$ cat config.mk
export PLATFORM = sky130hd
export DESIGN_NAME = alu_op_sequencer
export DESIGN_NICKNAME = d
export VERILOG_FILES = /design/src/rtl/alu_op_sequencer_pkg.sv /design/src/rtl/alu_op_decode.sv /design/src/rtl/alu_op_sequencer.sv
export SDC_FILE = /design/constraint.sdc
export NUM_CORES = 1
export LEC_CHECK = 0
export ABC_AREA = 1
export BUFFER_PORTS_ARGS = -buffer_cell sky130_fd_sc_hd__buf_2
export CAP_MARGIN = 20
export CORE_AREA = 2 2 49 51
export CTS_BUF_LIST = sky130_fd_sc_hd__clkbuf_4
export DETAILED_ROUTE_END_ITERATION = 8
export DIE_AREA = 0 0 51 53
export PLACE_DENSITY = 0.76
export SLEW_MARGIN = 20
export SYNTH_ARGS = -nofsm -noshare
export SYNTH_HDL_FRONTEND = slang
export SYNTH_HIERARCHICAL = 1
export SYNTH_SLANG_ARGS = --single-unit
$ cat constraint.sdc
create_clock -name clk -period 1.1 [get_ports clk]
set_input_delay 0 -clock clk [delete_from_list [all_inputs] [get_ports clk]]
set_output_delay 0 -clock clk [all_outputs]
set_load 0.03 [all_outputs]
$ cat src/rtl/alu_op_sequencer_pkg.sv
// Shared ALU controller definitions: op codes, shifter select codes and FSM state encodings.
// Imported by alu_op_decode and alu_op_sequencer.
package alu_op_sequencer_pkg;

  typedef enum logic [2:0] {
    ALU_ADD     = 3'b000,
    ALU_AND     = 3'b001,
    ALU_INC_Y2  = 3'b010,
    ALU_INV     = 3'b011,
    ALU_OR      = 3'b100,
    ALU_PASS_Y  = 3'b101,
    ALU_SUB     = 3'b110,
    ALU_ILLEGAL = 3'b111
  } alu_op_e;

  typedef enum logic [1:0] {
    SHIFT_NONE  = 2'b00,
    SHIFT_LEFT  = 2'b01,
    SHIFT_RIGHT = 2'b10,
    SHIFT_ROT   = 2'b11
  } shift_e;

  typedef enum logic [2:0] {
    ST_IDLE   = 3'd0,
    ST_LOAD_Y = 3'd1,
    ST_EXEC   = 3'd2,
    ST_WRITE  = 3'd3,
    ST_ERR    = 3'd4
  } state_e;

endpackage

$ cat src/rtl/alu_op_decode.sv
// Combinational op classifier: which datapath resources an ALU op needs, and whether it is illegal.
module alu_op_decode
  import alu_op_sequencer_pkg::*;
(
  input  logic [2:0] op,
  output logic       needs_y,
  output logic       needs_bus_a,
  output logic       illegal
);

  always_comb begin
    needs_y     = 1'b0;
    needs_bus_a = 1'b0;
    illegal     = 1'b0;
    case (alu_op_e'(op))
      ALU_ADD, ALU_AND, ALU_OR, ALU_SUB: begin
        needs_y     = 1'b1;
        needs_bus_a = 1'b1;
      end
      ALU_INC_Y2, ALU_PASS_Y: needs_y = 1'b1;
      ALU_INV:                needs_bus_a = 1'b1;
      default:                illegal = 1'b1;
    endcase
  end

endmodule

$ cat src/rtl/alu_op_sequencer.sv
// Multi-cycle single-bus ALU op controller: IDLE -> [LOAD_Y] -> EXEC -> WRITE, or ERR for illegal ops.
// Optional FLAG_REG_EN adds zero/negative flag capture from alu_out at the end of EXEC.
module alu_op_sequencer
  import alu_op_sequencer_pkg::*;
#(
  parameter int REG_SEL_W = 3
`ifdef FLAG_REG_EN
  , parameter int DATA_W = 16
`endif
) (
  input  logic                 clk,
  input  logic                 reset,
  input  logic                 req_valid,
  output logic                 req_ready,
  input  logic [2:0]           req_op,
  input  logic [REG_SEL_W-1:0] req_src_a,
  input  logic [REG_SEL_W-1:0] req_src_b,
  input  logic [REG_SEL_W-1:0] req_dst,
  input  logic [1:0]           req_shift,
  output logic                 reg_out_en,
  output logic [REG_SEL_W-1:0] reg_out_sel,
  output logic                 reg_in_en,
  output logic [REG_SEL_W-1:0] reg_in_sel,
  output logic                 y_in,
  output logic                 z_in,
  output logic                 z_out,
  output logic [2:0]           alu_control,
  output logic [1:0]           shift_ctrl,
  output logic                 done,
  output logic                 err
`ifdef FLAG_REG_EN
  ,
  input  logic [DATA_W-1:0]    alu_out,
  output logic                 flag_z,
  output logic                 flag_n
`endif
);

  state_e                 state_q, state_d, first_state;
  alu_op_e                op_q;
  shift_e                 shift_q;
  logic [REG_SEL_W-1:0]   src_a_q, src_b_q, dst_q;
  logic                   bus_a_q;
  logic                   needs_y, needs_bus_a, illegal;
  logic                   accept;

  alu_op_decode u_decode (
    .op          (req_op),
    .needs_y     (needs_y),
    .needs_bus_a (needs_bus_a),
    .illegal     (illegal)
  );

  // WRITE accepts so a new op's first state follows write-back with no bubble.
  assign req_ready   = (state_q == ST_IDLE) || (state_q == ST_WRITE);
  assign accept      = req_valid & req_ready;
  assign first_state = illegal ? ST_ERR : (needs_y ? ST_LOAD_Y : ST_EXEC);

  always_ff @(posedge clk) begin
    if (reset) begin
      state_q <= ST_IDLE;
      op_q    <= ALU_ADD;
      shift_q <= SHIFT_NONE;
      src_a_q <= '0;
      src_b_q <= '0;
      dst_q   <= '0;
      bus_a_q <= 1'b0;
    end else begin
      state_q <= state_d;
      if (accept) begin
        op_q    <= alu_op_e'(req_op);
        shift_q <= shift_e'(req_shift);
        src_a_q <= req_src_a;
        src_b_q <= req_src_b;
        dst_q   <= req_dst;
        bus_a_q <= needs_bus_a;
      end
    end
  end

  always_comb begin
    state_d     = state_q;
    reg_out_en  = 1'b0;
    reg_out_sel = '0;
    reg_in_en   = 1'b0;
    reg_in_sel  = '0;
    y_in        = 1'b0;
    z_in        = 1'b0;
    z_out       = 1'b0;
    alu_control = 3'b000;
    shift_ctrl  = 2'b00;
    done        = 1'b0;
    err         = 1'b0;
    case (state_q)
      ST_IDLE: begin
        if (accept) state_d = first_state;
      end
      ST_LOAD_Y: begin
        reg_out_en  = 1'b1;
        reg_out_sel = src_b_q;
        y_in        = 1'b1;
        state_d     = ST_EXEC;
      end
      ST_EXEC: begin
        alu_control = op_q;
        shift_ctrl  = shift_q;
        z_in        = 1'b1;
        // inc_Y_2 / pass_Y work on Y alone, so the bus is left undriven.
        reg_out_en  = bus_a_q;
        reg_out_sel = bus_a_q ? src_a_q : '0;
        state_d     = ST_WRITE;
      end
      ST_WRITE: begin
        z_out      = 1'b1;
        reg_in_en  = 1'b1;
        reg_in_sel = dst_q;
        done       = 1'b1;
        state_d    = accept ? first_state : ST_IDLE;
      end
      ST_ERR: begin
        done    = 1'b1;
        err     = 1'b1;
        state_d = ST_IDLE;
      end
      default: state_d = ST_IDLE;
    endcase
  end

`ifdef FLAG_REG_EN
  always_ff @(posedge clk) begin
    if (reset) begin
      flag_z <= 1'b0;
      flag_n <= 1'b0;
    end else if (state_q == ST_EXEC) begin
      flag_z <= (alu_out == '0);
      flag_n <= alu_out[DATA_W-1];
    end
  end
`endif

endmodule

==> impl_metrics.json <==
{
  "status": "finished with violations",
  "violations": "setup timing",
  "grt_pass1_vias": 977,
  "worst_slack_ns": -0.1716,
  "critPathLaunchType": "flop",
  "placed_cells": 213,
  "synth_warnings": 6,
  "dr.pass1.iters": 4,
  "synth_cell_types": 18,
  "grt.total_usage_pct": 21.08,
  "drt_iter0_markers": 21,
  "gp_congestion": 0.7686,
  "post_dp_cell_area_sq_um": 1209,
  "grt_max_degree": 20,
  "wl_per_cell_um": 12.36,
  "hold_viol_final": 0,
  "diodes": 0,
  "r2r_slack_ns": -0.09,
  "syn_nets": 170,
  "ir_worst_vdd_mv": 1.062,
  "die_area_sq_um": 2703,
  "critPathLaunch": "state_q[0]",
  "power_density_nw_per_um2": 1281,
  "skew_ns": 0.0004512,
  "path_class": "flop to output port",
  "max_cap_viol_count": 0,
  "ys_seq_area_share_pct": 35.42,
  "clockBufferDepth": 2,
  "critPathSlowestCell": "dfxtp_4",
  "p_leak_nw": 0.7480,
  "clkSinkCount": 18,
  "slowest_delay_ns": 0.38,
  "place_ws_ns": -0.07627,
  "worstSetupEndpointType": "output port",
  "num-fill-cells": 158,
  "grt_pass1_wl_um": 4229,
  "ys_seq_elements": 18,
  "r2r-end": "src_b_q[1]",
  "layoutNonFillerInstCount": 229,
  "relSlewSlack_pct": 85.34,
  "worst_pin_slew_ns": 0.2190,
  "crit_chain": "inv_4 > nand3_4 > buf_8 > o21ai_2 > buf_6",
  "die_w_um": 51,
  "post-route-drc-count": 0,
  "fmax_mhz": 786.4,
  "vias_per_cell": 5.004,
  "clock-root-buffer": "clkbuf_4",
  "start_util_pct": 47.35,
  "syn2layout_area_growth_pct": 57.93,
  "r2r_start": "state_q[1]",
  "via_count": 1146,
  "rsz0062_at_grt": "yes",
  "cp.depth": 5,
  "arrival_ns": 1.27,
  "insertion_delay_ns": 0.29,
  "final_nets": 219,
  "cts-htree-levels": 1,
  "dp_hpwl_um": 1566,
  "layout_min_cycle_time_ns": 1.272,
  "fp.dieH_um": 53,
  "clk_pin_slew_worst_paths_ns": 0.10,
  "syn_avg_cell_area_sq_um": 6.649,
  "r2r_cells": 7,
  "pin_count": 36,
  "fin_crit_sh_pct": 115.6,
  "rows": 17,
  "drtAntennaViolNets": 0,
  "fin_util_pct": 74.78,
  "synthCells": 153,
  "grt.overflow.total": 0,
  "core_sq_um": 2148,
  "multi_input_area_sq_um": 644.4,
  "critical_path.max_fanout": 7,
  "cp_top_family": "flip-flops",
  "slew_violations": 0,
  "cts_tree": "built",
  "final-seq-area_sq_um": 369.1,
  "syn_area_sq_um": 1017,
  "cts_buffers": 3,
  "drive_above_1_share_pct": 39.80,
  "antenna_found_initial": 0,
  "critPathBufInv": 3,
  "finalSetupViolCount": 36,
  "port_buffers": 35,
  "min_path_type": "input port to flop",
  "wirelength_um": 2831,
  "crit_path_end": "reg_out_sel[0]",
  "crit_required_ns": 1.10,
  "final_area_sq_um": 1607
}
## how the worst min path moves through the flow
stage	startpoint	end	slack [ns]	cells past startpoint
floorplan	reset	state_q[2]	0.07	1
global placement	reset	state_q[2]	0.17	2
detailed placement	reset	state_q[2]	0.18	2
CTS	req_src_b[0]	src_b_q[0]	0.007	4
global route	req_src_b[0]	src_b_q[0]	0.03	4
finish	req_dst[2]	dst_q[2]	0.01	4
## area by class of cell
| type | count | share of cell area, % |
|---|---|---|
| flip-flops and latches | 18 | 22.98 |
| repair buffers | 51 | 27.65 |
| clock inverters | 1 | 0.2336 |
| well taps | 28 | 2.181 |
| clock buffers | 3 | 1.402 |
| multi-input cells | 108 | 40.11 |
| inverters | 20 | 5.452 |
## synth_stat cells, drive strengths merged
cell type,instances,area share [%]
nor2,29,11
nand2,33,13
nand3b,15,11
nand3,6,4.2
buf,9,6.6
clkbuf,1,0.37
o21ai,4,2.0
o211ai,1,0.74
inv,20,7.4
a21oi,17,8.4
dfxtp,18,35
## routing by layer
| metal | track usage [%] | share of wire (%) | vias to the layer above |
|---|---|---|---|
| met2 | 35.93 | 53 | 43 |
| met4 | 9.459 | 1.5 | 0 |
| met3 | 3.955 | 5.0 | 6 |
| met5 | 0 | 0 | - |
| met1 | 25.69 | 41 | 518 |
| li1 | - | - | 579 |
## per-stage QoR
stage               total power (W)  hold slack (ns)  TNS [ns]
finish                     0.002058         0.009863    -2.825
global route               0.002189          0.02554    -5.224
CTS                        0.001939         0.007210    -3.257
detailed placement         0.001394           0.1831    -1.040
global placement           0.001372           0.1733   -0.2961
floorplan                  0.001289          0.07235   -0.3467
## flip-flops by register name, summed over array words and instances, names as in the netlist
| signal | cells |
|---|---|
| dst_q | 3 |
| src_b_q | 3 |
| state_q | 3 |
| op_q | 3 |
| bus_a_q | 1 |
| src_a_q | 3 |
| shift_q | 2 |
## repair_timing
item	in CTS	in global routing
hold buffers	1	0
hold endpoints to repair	1	0
resized for setup	47	32
cloned	1	2
pin swaps	6	8
buffers inserted	5	4
setup endpoints to repair	37	37
## cell families (layout without fill, tap and decap cells)
| kind of cell | count (synthesis) | count (layout) | share of synthesized area [%] |
|---|---|---|---|
| AND/OR/NAND/NOR | 83 | 86 | 39.11 |
| flip-flops | 18 | 18 | 35.42 |
| AO/OA/AOI/OAI | 22 | 22 | 11.07 |
| buffers and inverters | 30 | 75 | 14.39 |
## power breakdown
part	switching, W	internal [W]
Combinational	0.000522	0.000398
Sequential	0.0000681	0.000740
Clock	0.000198	0.000132
## worst min-delay path, cell delays in order
cell	delay [ns]
buf_2	0.07
nand3b_1	0.09
nand2_1	0.04
nor2_1	0.06
## cells in the final DEF, fill, tap and decap left out, drive strengths merged
cell type    synthesis  routed
a21oi               17      17
buf                  9      50
clkbuf               1       3
clkinv               0       2
dfxtp               18      18
dlygate4sd3          0       1
inv                 20      19
nand2               33      36
nand3                6       6
nand3b              15      15
nor2                29      29
o211ai               1       1
o21ai                4       4
(Power assumes the default switching activity.)
